===== config.mk =====
export PLATFORM = sky130hd
export DESIGN_NAME = spi_responder
export DESIGN_NICKNAME = d
export VERILOG_FILES = /design/src/rtl/spi_responder.sv
export SDC_FILE = /design/constraint.sdc
export NUM_CORES = 1
export LEC_CHECK = 0
export BUFFER_PORTS_ARGS = -buffer_cell sky130_fd_sc_hd__buf_4
export CORE_ASPECT_RATIO = 0.9
export CORE_UTILIZATION = 60
export CTS_CLUSTER_SIZE = 12
export DETAILED_ROUTE_END_ITERATION = 10
export GPL_TIMING_DRIVEN = 0
export PLACE_DENSITY = 0.88
export SETUP_SLACK_MARGIN = 0.05
export SLEW_MARGIN = 25
export SYNTH_ARGS = -nofsm -noshare
export SYNTH_HDL_FRONTEND = slang
export SYNTH_SLANG_ARGS = --single-unit

===== constraint.sdc =====
create_clock -name raw_clk -period 4.18 [get_ports raw_clk]
set_clock_uncertainty 0.1 [all_clocks]
set_input_delay 0 -clock raw_clk [delete_from_list [all_inputs] [get_ports raw_clk]]
set_output_delay 0 -clock raw_clk [all_outputs]
set_load 0.1 [all_outputs]

===== src/rtl/spi_responder.sv =====
`timescale 1ns/1ps
// -----------------------------------------------------------------------------
// spi_responder
//
// SPI target, mode 0 (CPOL=0, CPHA=0), MSB first. An external host uses it to
// exchange bytes with the peripherals bus. SCLK, CS_N and MOSI are asynchronous
// to raw_clk. Each one goes through a SYNC_STAGES-deep synchroniser and is then
// edge-detected inside the raw_clk domain.
//
// Parameters
//   SYNC_STAGES  flops in each input synchroniser (must be >= 2)
//   FILL_BYTE    byte shifted out when no TX byte is queued
//
// Ports
//   raw_clk         in   system clock; all state changes on its rising edge
//   reset           in   asynchronous, active-low reset
//   spi_sclk        in   SPI clock from the host (async)
//   spi_cs_n        in   chip select, active low (async)
//   spi_mosi        in   host-to-target data (async)
//   spi_miso        out  target-to-host data (1 while not selected)
//   spi_miso_oe     out  MISO output enable, 1 only while selected
//   tx_data         in   byte to send next
//   tx_strobe       in   one-cycle pulse: latch tx_data into the TX buffer
//   tx_full         out  TX buffer holds a byte not yet loaded into the shifter
//   rx_data         out  last complete received byte
//   rx_ready        out  rx_data is valid and unread
//   rx_ready_clear  in   one-cycle pulse: consume rx_data
//   overrun         out  sticky: a byte arrived while rx_ready was 1
//   overrun_clear   in   one-cycle pulse: clear overrun
//   busy            out  1 while a transaction is in progress (state ACTIVE)
//   dbg_state       out  current FSM state (0 = IDLE, 1 = ACTIVE)
//
// Byte handshakes:
//   TX: tx_strobe writes tx_buf and sets tx_full, even when tx_full is already
//   set (the newer byte replaces the older one). tx_full clears when the
//   shifter takes the byte. RX: rx_ready is the valid flag for rx_data, and
//   rx_ready_clear is the consumer acknowledging it. A new byte that completes
//   while rx_ready=1 and is not being cleared in that cycle sets overrun. On any
//   same-cycle collision, the event that sets a flag takes priority over the
//   pulse that clears it.
// -----------------------------------------------------------------------------
module spi_responder #(
  parameter int unsigned SYNC_STAGES = 2,
  parameter logic [7:0]  FILL_BYTE   = 8'hff
) (
  input  logic       raw_clk,
  input  logic       reset,
  input  logic       spi_sclk,
  input  logic       spi_cs_n,
  input  logic       spi_mosi,
  output logic       spi_miso,
  output logic       spi_miso_oe,
  input  logic [7:0] tx_data,
  input  logic       tx_strobe,
  output logic       tx_full,
  output logic [7:0] rx_data,
  output logic       rx_ready,
  input  logic       rx_ready_clear,
  output logic       overrun,
  input  logic       overrun_clear,
  output logic       busy,
  output logic       dbg_state
);

  typedef enum logic {
    IDLE   = 1'b0,
    ACTIVE = 1'b1
  } state_t;

  state_t state;

  // Synchroniser chains. The newest sample enters at bit 0. The synced value
  // is the top bit.
  logic [SYNC_STAGES-1:0] sclk_sync;
  logic [SYNC_STAGES-1:0] cs_sync;
  logic [SYNC_STAGES-1:0] mosi_sync;
  logic                   sclk_prev;
  logic                   cs_prev;

  logic sclk_s;
  logic cs_s;
  logic mosi_s;
  logic sclk_rise;
  logic sclk_fall;
  logic cs_rise;
  logic cs_fall;

  logic [2:0] bit_cnt;
  logic [7:0] shifter;     // outgoing byte; MISO is always its MSB
  logic [7:0] shift_in;    // incoming byte, assembled MSB first
  logic [7:0] tx_buf;
  logic [7:0] load_byte;
  logic       rx_pending;  // the 8th rise happened on the previous cycle

  // ---------------------------------------------------------------------------
  // Input synchronisers and edge detection
  // ---------------------------------------------------------------------------
  // CS resets to the "selected" level. If CS is already low when reset is
  // released, no falling edge is seen. The host must therefore deselect and
  // then reselect before a transaction can start, so the responder never joins
  // a transfer halfway through a byte.
  always_ff @(posedge raw_clk or negedge reset) begin
    if (!reset) begin
      sclk_sync <= '0;
      cs_sync   <= '0;
      mosi_sync <= '0;
      sclk_prev <= 1'b0;
      cs_prev   <= 1'b0;
    end else begin
      sclk_sync <= {sclk_sync[SYNC_STAGES-2:0], spi_sclk};
      cs_sync   <= {cs_sync[SYNC_STAGES-2:0], spi_cs_n};
      mosi_sync <= {mosi_sync[SYNC_STAGES-2:0], spi_mosi};
      sclk_prev <= sclk_s;
      cs_prev   <= cs_s;
    end
  end

  assign sclk_s    = sclk_sync[SYNC_STAGES-1];
  assign cs_s      = cs_sync[SYNC_STAGES-1];
  assign mosi_s    = mosi_sync[SYNC_STAGES-1];
  assign sclk_rise = sclk_s & ~sclk_prev;
  assign sclk_fall = ~sclk_s & sclk_prev;
  assign cs_rise   = cs_s & ~cs_prev;
  assign cs_fall   = ~cs_s & cs_prev;

  // Byte the shifter takes at CS assert and at every byte boundary.
  assign load_byte = tx_full ? tx_buf : FILL_BYTE;

  // The shifter is parked at all-ones while idle, so MISO idles high without
  // needing a separate output register.
  assign spi_miso  = shifter[7];
  assign dbg_state = (state == ACTIVE);

  // ---------------------------------------------------------------------------
  // Transaction FSM with the RX/TX byte flags
  // ---------------------------------------------------------------------------
  always_ff @(posedge raw_clk or negedge reset) begin
    if (!reset) begin
      state       <= IDLE;
      bit_cnt     <= '0;
      shifter     <= 8'hff;
      shift_in    <= '0;
      tx_buf      <= '0;
      tx_full     <= 1'b0;
      rx_data     <= '0;
      rx_ready    <= 1'b0;
      rx_pending  <= 1'b0;
      overrun     <= 1'b0;
      busy        <= 1'b0;
      spi_miso_oe <= 1'b0;
    end else begin
      rx_pending <= 1'b0;

      case (state)
        IDLE: begin
          if (cs_fall) begin
            state       <= ACTIVE;
            bit_cnt     <= '0;
            busy        <= 1'b1;
            spi_miso_oe <= 1'b1;
            shifter     <= load_byte;
            tx_full     <= 1'b0;
          end
        end

        ACTIVE: begin
          if (cs_rise) begin
            // A partial RX byte is dropped here, because rx_pending is never
            // raised for it. Whatever is in the shifter is lost. tx_buf is
            // kept.
            state       <= IDLE;
            bit_cnt     <= '0;
            busy        <= 1'b0;
            spi_miso_oe <= 1'b0;
            shifter     <= 8'hff;
          end else if (sclk_rise) begin
            shift_in <= {shift_in[6:0], mosi_s};
            bit_cnt  <= bit_cnt + 3'd1;
            if (bit_cnt == 3'd7) begin
              rx_pending <= 1'b1;
            end
          end else if (sclk_fall) begin
            if (bit_cnt != 3'd0) begin
              shifter <= {shifter[6:0], 1'b1};
            end else begin
              // Byte boundary. The next byte goes out with no CS toggle.
              shifter <= load_byte;
              tx_full <= 1'b0;
            end
          end
        end
      endcase

      // Commit the received byte one cycle after the 8th rise, once shift_in
      // holds all eight bits.
      if (rx_pending) begin
        rx_data  <= shift_in;
        rx_ready <= 1'b1;
      end else if (rx_ready_clear) begin
        rx_ready <= 1'b0;
      end

      if (overrun_clear) begin
        overrun <= 1'b0;
      end
      if (rx_pending && rx_ready && !rx_ready_clear) begin
        overrun <= 1'b1;
      end

      // Placed after the FSM so that a strobe in the same cycle as a shifter
      // load leaves the new byte queued. The shifter has already taken the old
      // tx_buf value.
      if (tx_strobe) begin
        tx_buf  <= tx_data;
        tx_full <= 1'b1;
      end
    end
  end

endmodule


==> results.md <==
* Sum of routed wire length over all layers at 4260 um
* Vias in the first global route at 1451
* Core Footprint at 0.00316 mm^2
* Root Buffer Master: sky130_fd_sc_hd__clkbuf_8
* Warnings, synthesis at 0
* Number of antenna violations at the first check in global routing at 0
* CTS tree: built
* Kind of launch point of the worst setup path: flip-flop
* Final critical delay including setup and external delays at 1.83 ns
* Required time worst endpoint at 4.32 ns
* Delay of the slowest cell on the worst path at 0.41 ns
* Worst min-delay path category: in2reg
* Avg Cell Area, Syn at 13.7 um^2
* Static Leak at 1.21 nW
* Leading area contributor after synthesis: sky130_fd_sc_hd__dfrtp_1
* Worst-path cell chain: inv_1, ha_1, nand2b_1, buf_4, o21ai_0, nand3b_1, mux2_4
* Cell area after synthesis at 0.00207 mm^2
* Number of setup violations in the final report at 0
* Sum of overflow across all layers after global routing at 0
* Via count at 1375
* Remaining routing DRC violations at 0
* Number of enable flip-flop cells after synthesis at 0
* Most common cell in the netlist: sky130_fd_sc_hd__dfrtp_1
* Final HPWL from detailed placement at 2610 um
* Number of top-level pins at 31
* TNS Setup at 0 ns
* Clk_lat worst skew at 0.31 ns
* Synth cell count leaders: sky130_fd_sc_hd__dfrtp_1 (41), sky130_fd_sc_hd__mux2_2 (25), sky130_fd_sc_hd__nand2b_1 (10)
* Share of the core filled with cells in the final layout at 0.816
* Part of the cycle the worst path needs at 0.439
* H-tree levels at 2
* Synthesized netlist cell count at 151
* Number of routed nets with antenna violations at 0
* Final Power at 0.00119 W
* First-pass GRT wire length at 7170 um
* CTS clock-pin slew for the worst setup and hold paths at 0.09 ns
* Max-cap check violation count at 0
* Run status: complete, no violations
* Vert. Die Dim at 57.7 um
* Transition at the pin with the smallest max-transition slack at 0.610 ns
* Post-CTS setup repair buffer count at 0
* Power density of the placed cells at 462 mW/mm^2
* Post-synth net total at 170
* First-pass iteration count of the detailed router at 4
* Crit-path max FO at 10
* First-iteration detailed-routing DRC count at 56
* Pin count of the biggest net entering global routing at 50
* Startpoint-to-endpoint class of the critical path: reg2reg
* Largest delay share family, worst path: flip-flops
* Ratio of cells with drive above 1 in the final layout at 0.401
* Antenna cell count at 0
* Final hold violation count at 0
* Max Freq at 545 MHz
* RSZ-0062 raised after global routing: no
* Die Span X at 63.9 um
* CTS max path bufs at 2
* Max-Slew Margin vs Limit at 0.593
* Clock sink total at 49
* Critical Path End Type: flip-flop
* Proportion of synthesized chip area in sequential cells at 0.597
* Count of final max-slew check failures at 0
* Port buffer count at 29
* Number of buffers and inverters on the critical path at 2
* Post-synth ARST share at 1.00
* Worst Path Arrival at 1.98 ns
* Nets at 220
* Synth area leaders: sky130_fd_sc_hd__dfrtp_1 (50%), sky130_fd_sc_hd__mux2_2 (14%), sky130_fd_sc_hd__dfstp_2 (10%)
* Die Footprint at 0.00369 mm^2
* Effective utilization at floorplan at 0.655
* Via/cell ratio at 5.64
* Yosys cell types at 32
* Post-synth top area share at 0.496
* Area growth, synth to finish at 24.7%
* Inserted Clock Buffers at 5
* Number of register bits inferred by synthesis at 49
* Floorplan row count at 19
* Final Wtd Congestion at 0.828
* Average wire length per cell after detail routing at 17.5 um
* Maximum vdd drop at 0.000345 V
* Cell at the slowest stage of the critical path: sky130_fd_sc_hd__dfrtp_1
* GRT Total Usage at 0.272
* Most instantiated flip-flop cell in the synthesis netlist: sky130_fd_sc_hd__dfrtp_1
[power by group]
group          switching [W]  internal, W
combinational       0.000159     0.000113
sequential         0.0000513     0.000563
clock               0.000169     0.000138
[sequential cells by signal, summed over array words and instances, names as in the netlist]
register    count
shift_in        8
dbg_state       1
overrun         1
bit_cnt         3
busy            1
rx_data         8
tx_full         1
tx_buf          8
sclk_prev       1
shifter         8
rx_pending      1
mosi_sync       2
cs_sync         2
cs_prev         1
sclk_sync       2
rx_ready        1
[cell families after synthesis]
kind of cell	Yosys count	synth area share
compound gates	30	0.109
fa+ha+maj	3	0.0181
buf+inv	11	0.0260
flops	49	0.597
mux	26	0.143
simple gates	32	0.106
[metrics by stage]
| stage | hold slack [ns] | area (um^2) | setup slack, ns | instances |
|---|---|---|---|---|
| after floorplan | -0.396 | 2070 | 1.98 | 151 |
| after global routing | 0.154 | 2580 | 2.23 | 244 |
| after global placement | -0.0627 | 2340 | 2.52 | 222 |
| after CTS | 0.128 | 2580 | 2.41 | 244 |
| after detailed placement | -0.0541 | 2340 | 2.42 | 222 |
| final | 0.119 | 2580 | 2.35 | 244 |
[worst paths after layout]
| path | cells past startpoint | from | to | slack (ns) |
|---|---|---|---|---|
| setup reg to reg | 7 | bit_cnt[0] | shifter[0] | 2.35 |
| hold reg to reg | 0 | cs_sync[0] | cs_sync[1] | 0.27 |
| setup / recovery | 7 | bit_cnt[0] | shifter[0] | 2.35 |
| min in group asynchronous | 2 | reset | cs_prev | 0.14 |
| max in group asynchronous | 2 | reset | rx_data[6] | 3.43 |
| hold / removal | 2 | tx_strobe | tx_full | 0.12 |
[per-layer routing]
metal	vias up	track usage	wire (um)
met5	-	0	0
met4	0	0.146	140
met3	13	0.0689	180
met2	42	0.424	2080
met1	690	0.355	1860
li1	630	-	-
[layout by cell type, fill, tap and decap left out, types with 3 or more instances in the layout]
master,netlist,routed
sky130_fd_sc_hd__buf_4,3,32
sky130_fd_sc_hd__inv_1,5,5
sky130_fd_sc_hd__dfstp_2,8,8
sky130_fd_sc_hd__a21oi_1,7,7
sky130_fd_sc_hd__clkbuf_8,0,6
sky130_fd_sc_hd__mux2_2,25,25
sky130_fd_sc_hd__dlygate4sd3_1,0,14
sky130_fd_sc_hd__o21ai_0,3,3
sky130_fd_sc_hd__a211oi_1,7,7
sky130_fd_sc_hd__nor2b_1,7,7
sky130_fd_sc_hd__o2bb2ai_1,7,7
sky130_fd_sc_hd__dfrtp_1,41,41
sky130_fd_sc_hd__nand2b_1,10,10
sky130_fd_sc_hd__ha_1,3,3
[area by class of cell]
cell class / count / area (um^2)
Buffer: 6 / 35.0
Clock inverter: 2 / 17.5
Timing Repair Buffer: 43 / 358
Inverter: 5 / 18.8
Fill cell: 174 / 582
Sequential cell: 49 / 1240
Multi-Input combinational cell: 91 / 779
Tap cell: 42 / 52.6
Clock buffer: 6 / 82.6
[worst reg2reg max path, stage by stage (launching register included)]
cell                       delay [ns]
sky130_fd_sc_hd__dfrtp_1         0.41
sky130_fd_sc_hd__inv_1           0.09
sky130_fd_sc_hd__ha_1            0.17
sky130_fd_sc_hd__nand2b_1        0.18
sky130_fd_sc_hd__buf_4           0.24
sky130_fd_sc_hd__o21ai_0         0.21
sky130_fd_sc_hd__nand3b_1        0.10
sky130_fd_sc_hd__mux2_4          0.27
[timing repair]
action                    CTS  global route
hold endpoints to repair   62             0
hold buffers               14             0
resized for setup           0             0
Power figures use the tool's default switching activity.
